### src/rtl/pwm_channel_sequencer.sv
// pwm_channel_sequencer
// Up to four PWM outputs share one free-running period counter. Each channel
// holds a target duty written over a valid/ready config port and an active
// duty that drives the pin. Active only changes at the last count of a period,
// either jumping to the target or fading one LSB every RAMP_DIV periods.
//
// Config handshake: a transfer happens on a rising edge where cfg_valid and
// cfg_ready are both high. cfg_ready is low in the update cycle, where
// counter == COUNTER_LIMIT, and while rst_n is low. It does not depend on
// cfg_valid, so a master may hold cfg_valid high and simply wait.
`timescale 1ns/1ps
module pwm_channel_sequencer #(
  parameter int         CHANNELS      = 3,
  parameter logic [7:0] COUNTER_LIMIT = 8'd255,
  parameter int         RAMP_DIV      = 4
) (
  input  logic                clk,
  input  logic                rst_n,
  input  logic                cfg_valid,
  output logic                cfg_ready,
  input  logic [1:0]          cfg_chan,
  input  logic [7:0]          cfg_duty,
  input  logic                cfg_ramp,
  output logic [CHANNELS-1:0] opin,
  output logic                period_start,
  output logic [CHANNELS-1:0] busy
);

  localparam int RW = (RAMP_DIV > 1) ? $clog2(RAMP_DIV) : 1;

  typedef enum logic [1:0] {
    IDLE      = 2'd0,
    RAMP_UP   = 2'd1,
    RAMP_DOWN = 2'd2
  } ch_state_t;

  logic [7:0]    counter;
  logic [RW-1:0] ramp_cnt;
  logic          period_start_q;
  logic          update_cycle;
  logic          ramp_tick;
  logic          cfg_fire;

  assign update_cycle = (counter == COUNTER_LIMIT);
  assign ramp_tick    = update_cycle && (ramp_cnt == RW'(RAMP_DIV - 1));
  assign cfg_ready    = rst_n && !update_cycle;
  assign cfg_fire     = cfg_valid && cfg_ready;
  assign period_start = period_start_q;

  // Shared period counter, fade prescaler and the registered period marker.
  always_ff @(posedge clk) begin
    if (!rst_n) begin
      counter        <= 8'd0;
      ramp_cnt       <= '0;
      period_start_q <= 1'b0;
    end else begin
      period_start_q <= (counter == 8'd0);
      if (update_cycle) begin
        counter <= 8'd0;
        if (ramp_cnt == RW'(RAMP_DIV - 1)) begin
          ramp_cnt <= '0;
        end else begin
          ramp_cnt <= ramp_cnt + RW'(1);
        end
      end else begin
        counter <= counter + 8'd1;
      end
    end
  end

  for (genvar i = 0; i < CHANNELS; i++) begin : g_ch
    logic [7:0] target;
    logic [7:0] active;
    logic       mode;
    ch_state_t  state;
    logic       opin_q;
    logic [7:0] step_active;

    // Candidate active duty after this period's fade step; the step is a
    // single LSB toward target, so it can never overshoot or wrap.
    always_comb begin
      step_active = active;
      if (mode && ramp_tick) begin
        if (active < target) begin
          step_active = active + 8'd1;
        end else if (active > target) begin
          step_active = active - 8'd1;
        end
      end
    end

    // Channel sequencer: config capture, period-boundary apply, pin output.
    // Channel indices >= CHANNELS never match here, so such writes are dropped.
    always_ff @(posedge clk) begin
      if (!rst_n) begin
        target <= 8'd0;
        active <= 8'd0;
        mode   <= 1'b0;
        state  <= IDLE;
        opin_q <= 1'b0;
      end else begin
        opin_q <= (counter < active);
        if (update_cycle) begin
          if (!mode) begin
            active <= target;
            state  <= IDLE;
          end else begin
            active <= step_active;
            if (step_active == target) begin
              state <= IDLE;
            end else if (step_active < target) begin
              state <= RAMP_UP;
            end else begin
              state <= RAMP_DOWN;
            end
          end
        end
        if (cfg_fire && (cfg_chan == 2'(i))) begin
          target <= cfg_duty;
          mode   <= cfg_ramp;
        end
      end
    end

    assign opin[i] = opin_q;
    assign busy[i] = (state != IDLE) || (target != active);
  end

endmodule

### config.mk
export PLATFORM = sky130hd
export DESIGN_NAME = pwm_channel_sequencer
export DESIGN_NICKNAME = d
export VERILOG_FILES = /design/src/rtl/pwm_channel_sequencer.sv
export SDC_FILE = /design/constraint.sdc
export NUM_CORES = 1
export LEC_CHECK = 0
export BUFFER_PORTS_ARGS = -buffer_cell sky130_fd_sc_hd__buf_2
export CAP_MARGIN = 20
export CORE_ASPECT_RATIO = 2
export CORE_MARGIN = 10
export CORE_UTILIZATION = 50
export DETAILED_ROUTE_END_ITERATION = 7
export MAX_ROUTING_LAYER = met4
export PLACE_DENSITY = 0.75
export SLEW_MARGIN = 30
export SYNTH_ARGS = -nofsm -noshare
export SYNTH_HDL_FRONTEND = slang
export SYNTH_SLANG_ARGS = --single-unit
### constraint.sdc
create_clock -name clk -period 3.75 [get_ports clk]
set_clock_uncertainty 0.1 [all_clocks]
set_input_delay 0.75 -clock clk [delete_from_list [all_inputs] [get_ports clk]]
set_output_delay 0.75 -clock clk [all_outputs]
set_load 0.1 [all_outputs]
==> results_dict.tcl <==
set metrics [dict create \
    status "finished clean" \
    crit_required_ps 3890 \
    ys_ff_latch 71 \
    comb_power_share 0.160 \
    ff2ff_setup_slack_ps 170 \
    hold_viol 0 \
    synthArstFlopShare 0 \
    multi_input_area_sq_mm 0.004249 \
    grt.total_usage 0.2687 \
    syn_avg_cell_area_sq_um 7.941 \
    rsz0062_at_grt "false" \
    start_util 0.5114 \
    drv_cap 0 \
    setup_viol_count_final 0 \
    worst_slew_pin_slew_ps 946.5 \
    drive_gt1_frac 0.1199 \
    first_global_vias 6511 \
    fin_crit_sh 0.9555 \
    slew_viol_final 0 \
    vias_per_cell 6.686 \
    fp.dieArea_sq_mm 0.01709 \
    finalNetCount 888 \
    synth_cells 758 \
    grt_max_degree 40 \
    cts_root_buf "clkbuf_16" \
    areaGrowthSynthToFinish_pct 13.55 \
    synth_nets 850 \
    r2r-start "g_ch[0].active[1]" \
    setup.worst_path.start_class "flop" \
    cts_tree "done" \
    fillers 1115 \
    coreArea_sq_mm 0.01177 \
    hpwl_microns 17230 \
    min_path_type "flop to flop" \
    irDropWorstVdd_uv 218.0 \
    routed-via-count 6325 \
    drt_iter0_drc 552 \
    wl_per_cell_microns 23.88 \
    p_leak_nw 2.800 \
    powerDensity_mw_per_mm2 316.0 \
    clkSinkCount 71 \
    fin_crit_ps 3583 \
    drt-total-wl_microns 22590 \
    diodes 0 \
    finalWeightedCongestion 1.052 \
    p_switching_mw 0.6297 \
    cp-end-kind "flop" \
    synth_ff_type "dfxtp_1" \
    yosysMostFrequentCell "ha_1" \
    portBuffers 21 \
    cp.arrival_ps 3730 \
    crit_start "g_ch[0].active[1]" \
    cts_max_path_buffers 2 \
    min-delay-start "g_ch[1].state[0]" \
    seq_area_sq_mm 0.001421 \
    seq_power_share 0.361 \
    final_antenna_net_count 0 \
    synth_top_area_cell "dfxtp_1" \
    post_dp_cell_area_sq_mm 0.006469 \
    antenna_found_initial 0 \
    path_max_fanout 10 \
    fmax_mhz 279.1 \
    max_slew_margin 0.3647 \
    power_frac_clock 0.479 \
    ys_seq_area_frac 0.2361 \
    grt.overflow.total 0 \
    grt_pass1_wl_microns 35580 \
    std_cell_rows 56 \
    drc_errors 0 \
    numCtsBuffers 9 \
    ys_types 62 \
    internal_power_mw 1.530 \
    dr.pass1.iters 5 \
    criticalPathCategory "flop to flop" \
    io-pin-count 22 \
    design_area_sq_mm 0.006835 \
    synth_common_cells "ha_1, dfxtp_1, nor2_1" \
    yosys-top-cells-area "dfxtp_1, ha_1, mux2i_1" \
    synth_area_sq_mm 0.006020 \
    clk_pin_slew_worst_paths_ps 70 \
    synth_edf_count 0 \
    dieHeight_microns 175.2 \
    yosysWarnings 0 \
    power_switching_share 0.2915 \
    die_x_microns 97.59 \
    ctsHtreeMaxLevel 3 \
    fin_setup_tns_ps 0 \
    clk-insertion-delay-late_ps 350 \
    synth.top_cell.area_share 0.2361 \
]
worst max-delay path, stage by stage (launching register included):
cell	delay (ps)
dfxtp_1	530
ha_1	310
nor2b_1	140
o211a_1	230
o21a_1	280
or3_1	440
a21oi_1	200
xnor2_1	150
ha_1	280
a21o_1	180
a21oi_1	210
o21ai_0	160
a32o_1	270
final cells by class:
class                           instances  area share
Inverter                               56     0.03075
Tap cell                              145     0.02654
Timing Repair Buffer                   63     0.06150
Sequential cell                        71      0.2079
Clock inverter                          7     0.01867
Multi-Input combinational cell        595      0.6216
Clock buffer                            9     0.03295
sequential cells by signal, indices dropped and copies added (netlist names):
signal / cells
ramp_cnt: 2
g_ch.target: 24
counter: 8
period_start: 1
g_ch.mode: 3
g_ch.state: 6
g_ch.active: 24
g_ch.opin_q: 3
cells by family after synthesis:
logic type,Yosys count,share of synthesized area
simple gates,262,0.2270
mux,31,0.05155
compound gates,199,0.2255
flops,71,0.2361
xor+xnor,25,0.03637
fa+ha+maj,78,0.1621
buf+inv,92,0.06132
worst paths after layout:
kind	cells after the start	endpoint
worst min-delay path	1	g_ch[1].state[0]
worst max register to register	12	g_ch[0].state[1]
worst max-delay path	12	g_ch[0].state[1]
worst min register to register	1	g_ch[1].state[0]
power by group through the flow:
stage               clock (mW)  combinational (mW)  sequential [mW]
CTS                       1.04               0.340            0.779
detailed placement           0               0.338            0.796
global placement             0               0.330            0.795
floorplan                    0               0.236            0.800
global route              1.08               0.373            0.781
finish                    1.03               0.346            0.779
cell usage in the layout, fill, tap and decap left out, drive strengths merged, types with 6 or more instances in the layout:
master	instances
a211oi	8
a31oi	14
a21oi	39
a22oi	13
nand4	23
nor4	11
a21o	15
mux2i	31
o211ai	11
o2111ai	6
or2	6
and3	9
nand3	41
xnor2	23
nand2	39
o21ai	35
nor2	67
inv	56
a211o	8
nor3	19
or3	11
buf	63
o21a	10
dfxtp	71
and4	10
clkbuf	9
ha	78
timing repair:
action / 4_1_cts / 5_1_grt
setup buffers: 0 / 0
resized for setup: 0 / 5
endpoints found under the setup margin: 0 / 5
hold buffers: 0 / 0
per-layer routing:
| metal | share of wire | vias to the layer above | GRT usage | wire length (microns) |
|---|---|---|---|---|
| li1 | - | 2905 | - | - |
| met1 | 0.33 | 2962 | 0.2372 | 7398 |
| met2 | 0.52 | 309 | 0.4739 | 11700 |
| met3 | 0.052 | 149 | 0.05097 | 1180 |
| met4 | 0.10 | 0 | 0.2381 | 2316 |
| met5 | 0 | - | - | 0 |
per-stage QoR:
stage	utilization	hold WS (ps)	instances	worst slack (ps)	total power, mW
global placement	0.5495	345.8	930	303.6	1.125
CTS	0.5795	369.1	946	182.2	2.160
global route	0.5807	390.5	946	13.87	2.233
detailed placement	0.5495	360.4	930	197.0	1.134
finish	0.5807	373.8	946	166.9	2.160
floorplan	-	319.0	758	449.2	1.037
(Power assumes the default switching activity.)
